<file path="src/rtl/mem_access_ctrl.sv">
// MEM-stage data-memory sequencer: alignment check, req/ack transaction with
// lane-replicated stores, pipeline stall, and raw word plus controls for the load formatter.
module mem_access_ctrl #(
   parameter int unsigned TIMEOUT = 15
) (
   input  logic        clk,
   input  logic        rst_n,
   input  logic        mem_rd,
   input  logic        mem_wr,
   input  logic [1:0]  mem_size,
   input  logic        mem_signload,
   input  logic [31:0] mem_addr,
   input  logic [31:0] mem_wdata,
   input  logic        flush,
   output logic        stall,
   output logic        ld_valid,
   output logic [31:0] ld_word,
   output logic        fmt_full,
   output logic        fmt_half,
   output logic        fmt_byte,
   output logic        fmt_signload,
   output logic [1:0]  fmt_addr2,
   output logic        adel,
   output logic        ades,
   output logic        berr,
   output logic [31:0] badvaddr,
   output logic        dm_req,
   output logic        dm_we,
   output logic [3:0]  dm_be,
   output logic [31:0] dm_addr,
   output logic [31:0] dm_wdata,
   input  logic        dm_ack,
   input  logic [31:0] dm_rdata
);

   localparam int unsigned TW = 8;
   localparam logic [TW-1:0] TLAST = TW'(TIMEOUT - 1);

   localparam logic [1:0] S_IDLE = 2'd0;
   localparam logic [1:0] S_REQ  = 2'd1;
   localparam logic [1:0] S_DONE = 2'd2;

   logic [1:0]    state, state_nxt;
   logic [TW-1:0] timer;

   logic          access_c, is_store_c, is_byte_c, is_half_c, is_word_c, misal_c;
   logic          accept_c, ack_c, tout_c;
   logic [3:0]    be_c;
   logic [31:0]   wdata_c;

   // Request decode and alignment check on the live MEM-stage inputs
   always_comb begin
      access_c   = (mem_rd | mem_wr) & ~flush;
      is_store_c = mem_wr;
      is_byte_c  = (mem_size == 2'b00);
      is_half_c  = (mem_size == 2'b01);
      is_word_c  = mem_size[1];
      misal_c    = (is_half_c & mem_addr[0]) | (is_word_c & (mem_addr[1:0] != 2'b00));
      be_c       = 4'b1111;
      wdata_c    = mem_wdata;
      if (is_store_c) begin
         if (is_byte_c) begin
            be_c    = 4'b0001 << mem_addr[1:0];
            wdata_c = {4{mem_wdata[7:0]}};
         end else if (is_half_c) begin
            be_c    = mem_addr[1] ? 4'b1100 : 4'b0011;
            wdata_c = {2{mem_wdata[15:0]}};
         end
      end
   end

   always_ff @(posedge clk or negedge rst_n) begin
      if (!rst_n) state <= S_IDLE;
      else        state <= state_nxt;
   end

   // Next state and per-cycle events
   always_comb begin
      state_nxt = state;
      accept_c  = 1'b0;
      ack_c     = 1'b0;
      tout_c    = 1'b0;
      case (state)
         S_IDLE: begin
            if (access_c && !misal_c) begin
               accept_c  = 1'b1;
               state_nxt = S_REQ;
            end
         end
         S_REQ: begin
            if (dm_ack) begin
               ack_c     = 1'b1;
               state_nxt = S_DONE;
            end else if (timer == TLAST) begin
               tout_c    = 1'b1;
               state_nxt = S_DONE;
            end
         end
         S_DONE:  state_nxt = S_IDLE;
         default: state_nxt = S_IDLE;
      endcase
   end

   // Held low throughout reset so the pipeline never sees a stale freeze
   assign stall = rst_n & (accept_c | (state == S_REQ));

   always_ff @(posedge clk or negedge rst_n) begin
      if (!rst_n) begin
         timer        <= '0;
         ld_valid     <= 1'b0;
         ld_word      <= '0;
         fmt_full     <= 1'b0;
         fmt_half     <= 1'b0;
         fmt_byte     <= 1'b0;
         fmt_signload <= 1'b0;
         fmt_addr2    <= '0;
         adel         <= 1'b0;
         ades         <= 1'b0;
         berr         <= 1'b0;
         badvaddr     <= '0;
         dm_req       <= 1'b0;
         dm_we        <= 1'b0;
         dm_be        <= '0;
         dm_addr      <= '0;
         dm_wdata     <= '0;
      end else begin
         ld_valid <= 1'b0;
         adel     <= 1'b0;
         ades     <= 1'b0;
         berr     <= 1'b0;
         if (state == S_IDLE && access_c && misal_c) begin
            adel     <= ~is_store_c;
            ades     <= is_store_c;
            badvaddr <= mem_addr;
         end
         if (accept_c) begin
            timer        <= '0;
            dm_req       <= 1'b1;
            dm_we        <= is_store_c;
            dm_be        <= be_c;
            dm_addr      <= {mem_addr[31:2], 2'b00};
            dm_wdata     <= wdata_c;
            fmt_full     <= is_word_c;
            fmt_half     <= is_half_c;
            fmt_byte     <= is_byte_c;
            fmt_signload <= mem_signload;
            fmt_addr2    <= mem_addr[1:0];
         end
         if (state == S_REQ && !ack_c && !tout_c) timer <= timer + TW'(1);
         if (ack_c) begin
            dm_req <= 1'b0;
            if (!dm_we) begin
               ld_word  <= dm_rdata;
               ld_valid <= 1'b1;
            end
         end
         if (tout_c) begin
            dm_req   <= 1'b0;
            berr     <= 1'b1;
            badvaddr <= mem_addr;
         end
      end
   end

endmodule

</file>
<file path="config.mk">
export PLATFORM = sky130hd
export DESIGN_NAME = mem_access_ctrl
export DESIGN_NICKNAME = d
export VERILOG_FILES = /design/src/rtl/mem_access_ctrl.sv
export SDC_FILE = /design/constraint.sdc
export NUM_CORES = 1
export LEC_CHECK = 0
export CAP_MARGIN = 10
export CORE_MARGIN = 2
export CORE_UTILIZATION = 30
export DETAILED_ROUTE_END_ITERATION = 12
export GPL_ROUTABILITY_DRIVEN = 0
export GPL_TIMING_DRIVEN = 0
export PLACE_DENSITY = 0.71
export SYNTH_ARGS = -nofsm -noshare
export SYNTH_HDL_FRONTEND = slang
export SYNTH_SLANG_ARGS = --single-unit
</file>
<file path="constraint.sdc">
create_clock -name clk -period 5 [get_ports clk]
set_input_delay 0.5 -clock clk [delete_from_list [all_inputs] [get_ports clk]]
set_output_delay 0.5 -clock clk [all_outputs]
set_load 0.05 [all_outputs]
</file>
# --- Word-level counts from Yosys, hierarchy flattened ---
# Cells that the tools add are included.
totals:
  ff_bits: 152
  latchBits: 0
  ram_bits: 0
  rom_bits: 0
  input_bits: 105
  output_inout_bits: 145
  elab_cells: 81
  n_memories: 0
classes:
  add_sub_neg: 1
  n_mul: 0
  div_mod_pow: 0
  order_cmp: 0
  n_eq_ne: 5
  n_shift: 1
  mux: 30
  bitwise_logic: 10
  n_reduce_logical: 16
ops:
  columns: ["operator", "n"]
  rows:
  - ["32-bit 2-to-1 mux", 5]
  - ["4-bit 2-to-1 mux", 4]
  - ["8-bit 2-to-1 mux", 2]
  - ["1-bit 2-to-1 mux", 15]
  - ["8-bit by 1-bit adder with 8-bit output, second input constant", 1]
  - ["8-bit by 4-bit == test with 1-bit output, second input constant", 1]
  - ["2-bit 2-to-1 mux", 3]
  - ["2-bit nonzero test", 3]
  - ["1-bit logical AND", 5]
  - ["1-bit AND", 4]
  - ["2-bit by 1-bit == test with 1-bit output, second input constant", 2]
  - ["2-bit zero test", 2]
  - ["2-bit one-hot mux with 2 select lines", 1]
  - ["2-bit AND reduction", 2]
  - ["1-bit by 2-bit << shifter with 4-bit output, first input constant", 1]
  - ["1-bit zero test", 3]
  - ["3-bit != test, second input constant", 1]
  - ["1-bit NOT", 3]
  - ["1-bit OR", 3]
  - ["3-bit nonzero test", 1]
  - ["2-bit != test, second input constant", 1]

# --- Longest topological paths before layout ---
# Gate-level depths: netlist of run 1.
depth:
  ltp_word: 10
  depth_mapped: 7
  depth_no_buf: 6

# --- Worst setup path before layout of run 1 ---
# No wires, ideal clock.
synth_timing:
  kind: "input-to-output"
  startpoint: "in flush"
  endpoint: "out stall"
  arrival_ps: 1846
  required_ps: 4500
  setup_slack_ps: 2654
  cell_stages: 5
  path_buffers: 2
  path_cell_list: "or4_1 -> buf_2 -> nor2_4 -> buf_6 -> o21a_1"
synth_between:
  elab_chain_cells: 7
synth_lines:
  columns: ["item", "line", "text"]
  rows:
  - ["start: declaration", "14", "input logic flush,"]
  - ["1-bit NOT", "53", "access_c = (mem_rd | mem_wr) & ~flush;"]
  - ["1-bit AND", "53", null]
  - ["1-bit logical AND", "85", "if (access_c && !misal_c) begin"]
  - ["1-bit 2-to-1 mux", "85", null]
  - ["1-bit 2-to-1 mux", "83", "case (state)"]
  - ["1-bit OR", "105", "assign stall = rst_n & (accept_c | (state == S_REQ));"]
  - ["1-bit AND", "105", null]
  - ["end: declaration", "15", "output logic stall,"]
# No other way between the ends.

# --- Worst setup path after layout of run 1 ---
layout_timing:
  startpoint: "in mem_wr"
  endpoint: "out stall"
layout_between:
  elab_chain_cells: 7
layout_lines:
  columns: ["item", "line", "text"]
  rows:
  - ["start: declaration", "9", "input logic mem_wr,"]
  - ["1-bit OR", "53", null]
  - ["1-bit AND", "53", null]
  - ["1-bit logical AND", "85", null]
  - ["1-bit 2-to-1 mux", "85", null]
  - ["1-bit 2-to-1 mux", "83", null]
  - ["1-bit OR", "105", null]
  - ["1-bit AND", "105", null]
# No other way between the ends.

==> results of run 1 <==
==> power by group <==
| group | switching [mW] | internal [mW] | total (mW) |
|---|---|---|---|
| sequential | 0.257 | 1.72 | 1.98 |
| clock | 0.546 | 0.801 | 1.35 |
| combinational | 2.27 | 1.31 | 3.58 |
| total | 3.07 | 3.84 | 6.91 |
==> synth_stat cells, types with 2 or more instances <==
library cell / count
mux2_4: 30
nand2b_1: 2
nand3_1: 4
o21ai_0: 54
buf_2: 6
or3_1: 4
nor3b_1: 3
nor4_4: 2
nor2b_1: 2
dfrtp_1: 152
o21ai_2: 2
inv_1: 6
mux2i_1: 25
and2_1: 2
clkbuf_1: 9
buf_4: 3
o221ai_1: 2
buf_1: 3
or4_1: 2
buf_6: 6
a22o_1: 2
a21oi_1: 11
nand2_1: 4
mux2_2: 81
ha_1: 2
nor2_1: 14
==> state kept, by name, indices dropped and copies added, names as in the netlist <==
name / count
badvaddr: 32
dm_wdata: 32
ld_word: 32
dm_addr: 30
timer: 8
dm_be: 4
fmt_addr2: 2
state: 2
adel: 1
ades: 1
berr: 1
dm_req: 1
dm_we: 1
fmt_byte: 1
fmt_full: 1
fmt_half: 1
fmt_signload: 1
ld_valid: 1
==> metal layers <==
layer	share of wire, %	wire length, microns
met1	44	7410
met3	8.1	1370
met5	0	0
met2	46	7890
met4	1.8	303
==> layout make-up <==
type                    count  area share [%]
flip-flops and latches    152            38.5
repair buffers            249            25.5
clock buffers              18            4.35
inverters                   6           0.228
multi-input cells         266            24.3
clock inverters            14            1.90
well taps                 275            3.49
plain buffers              27            1.67
==> through the flow <==
stage	utilization [%]	instances	hold slack [ns]	area, sq um	power, mW
detailed placement	44.1	974	0.404	9240	5.61
global placement	43.9	973	0.472	9210	5.57
CTS	47.1	1007	0.507	9870	7.00
floorplan	-	451	0.204	6390	4.31
global route	47.1	1007	0.516	9870	7.22
finish	47.1	1007	0.502	9870	6.91
==> critical path: cells and delay by family <==
family	cells	cell delay (ns)
AO/OA/AOI/OAI	1	0.13
AND/OR/NAND/NOR	3	0.76
buffers and inverters	4	1.96
==> timing repair <==
item,in CTS,in global routing
endpoints found under the hold margin,39,0
resized for setup,0,0
hold buffers,1,0
==> logic make-up after synthesis <==
kind of cell / count (synthesis)
other: 1
flip-flops: 152
buffers and inverters: 33
multiplexers: 137
AND/OR/NAND/NOR: 47
adder cells (fa/ha/maj): 2
AO/OA/AOI/OAI: 78
==> worst max path at each step <==
stage	endpoint	slack (ns)	cells past startpoint
finish	stall	1.15	8
global route	stall	1.0	8
CTS	stall	1.10	8
detailed placement	stall	1.11	8
global placement	stall	-3.07	3
floorplan	stall	2.65	5
==> metrics.md, run 1 <==
| Metric | Value |
|---|---|
| Via count | 4,582 |
| Grt total ovfl | 0 |
| CP Launch Type | input pin |
| Final #Nets | about 830 |
| Met1 Use GR | between 15 and 20% |
| Buffers on Ports | 247 |
| Register area share after synthesis | a little under 60% |
| Post-synth EDFFs | 0 |
| Post-Route WL | 17.0 mm |
| GRT busiest layer | met2 |
| Die Ht | ~150 microns |
| Post-detail-place hpwl | about 12 mm |
| Drt first pass iters | 5 |
| CTS tree | done |
| Site Rows | between 50 and 60 |
| First-pass GRT wire length | approximately 26 mm |
| Post-synthesis register bit count | 152 |
| Drt drc | 0 |
| Fin crit share | between 70% and 80% |
| Endpoints failing setup | 0 |
| Slew Limit Fails | 0 |
| Minimum clock period | 3.85 ns |
| CTS H-Tree Depth | 4 |
| Hold Path Origin | dm_addr[18] |
| Reg-to-reg startpoint | state[0] |
| Post-DRT Antenna Nets | 0 |
| Worst hold path depth | 1 |
| Area contributors post-synth | dfrtp_1 (60%), mux2_2 (14%), mux2_4 (7.1%), o21ai_0 (4.2%), mux2i_1 (3.9%) |
| Setup slack after layout | 1.15 ns |
| Fin. Hold Viols | 0 |
| Pre-CTS setup slack | roughly 1.1 ns |
| RSZ-0062 raised after global routing | no |
| Maxcap violations | 0 |
| Post-synth cell types | 43 |
| Critical path startpoint | mem_wr |
| CP Cell Sequence | clkdlybuf4s50_1, nor2_1, or4_1, buf_2, nor2_4, buf_6, o21a_1, clkdlybuf4s50_1 |
| Setup Fix Bufs, Post-CTS | 0 |
| Initial core utilization | a little under a third |
| Fmax achieved | roughly 260 MHz |
| Io pins | 250 |
| Synth Cell Area | approximately 6400 sq um |
| Clk_lat worst skew | 0.42 ns |
| Vias in the first global route | around 4,700 |
| Initial antenna violation count | 0 |
| Core area | 21,000 sq um |
| Yosys top cell by area | dfrtp_1 |
| Ys flop type | dfrtp_1 |
| Setup_tns | 0 ns |
| CTS buffer count | 17 |
| Clock Tree Buf Depth | 2 |
| WP data required | 4.50 ns |
| Kind of critical path | input pin to output port |
| Multi-input combinational cell area | 2400 sq um |
| CTS sink count | roughly 150 |
| CP endpoint kind | output port |
| Clock-pin slew on the worst setup and hold paths | ~0.060 ns |
| Die area | ~22,000 sq um |
| CP max FO | 10 |
| Post-synthesis mux area share | around 25% |
| Synth Warn # | 0 |
| Total GRT Usage | between 10% and 20% |
| DR iter-0 viols | 116 |
| Post-synth top area share | roughly three fifths |
| CP max-delay cell | clkdlybuf4s50_1 |
| Worst-Margin Slew | about 0.75 ns |
| Slew HR | about half |
| WP data arrival | around 3.4 ns |
| Width of the die | between 100 and 150 microns |
| Compound-Gate Fraction of Synth Area | around 7% |
| Outcome | finished clean |
| Clk root buf | clkbuf_16 |
| Filler instances | between 1,500 and 2,000 |
| Cell count after synthesis | 450 |
| Reg area | ~3800 sq um |
| Largest net degree at the start of global routing | 115 |
| Xor and xnor area share after synthesis | 0% |
| Ant. Diodes | 0 |
| Area share of and/or/nand/nor cells after synthesis | under 10% |
| Post-synthesis adder-cell area fraction | less than 1% |
| CP max stage delay | ~0.85 ns |
| Met2 GRT Util | around a quarter |
| Leakage | between 4 and 5 nW |
| Met3 Use GR | 5.55% |
| DR WL/cell | 16.9 microns |
| Area grow syn2layout | 54.5% |
| Share of layout cells above drive strength 1 | approximately 23% |
| Peak supply drop | roughly 450 uV |
| Register-to-register setup slack | between 2 and 3 ns |
| Worst hold path endpoint | dm_addr[18] |
| Post-synthesis area per instance | between 10 and 15 sq um |
| Leading cell type in the layout, fill and taps excluded | clkdlybuf4s50_1 |
| Asr flop ratio synth | 100% |
| Largest family of logic cells by synthesized area | multiplexers |
| Most frequent cell on the critical path | clkdlybuf4s50_1 |
| Worst hold-check path type | register to register |
| Most frequent cells in the layout | clkdlybuf4s50_1 (246), dfrtp_1 (152), mux2_2 (81) |
| Reg2reg end | timer[2] |
| Setup Skew | 0.00921 ns |
| Vias per cell | between 4 and 5 |
| R2R cell count | 4 |
| Power Dens Cells | ~700 nW/um^2 |
(Power assumes the default switching activity.)
==> run 2: changes to the inputs <==
clock period = 3.8 ns   (was 5 ns; I/O delays follow)
==> results of run 2 <==
Same layout as run 1 (identical final DEF). Status: finished clean.
Among the figures that moved: setup slack after placement 1.11 ns -> 0.155 ns; clock-pin slew on the worst setup and hold paths 0.06 ns -> 0.07 ns; setup slack after layout 1.15 ns -> 0.186 ns; hold slack 0.502 ns -> 0.419 ns; register-to-register setup slack 2.89 ns -> 1.69 ns; total power 6.91 mW -> 9.09 mW; worst IR drop on VDD 452 uV -> 595 uV
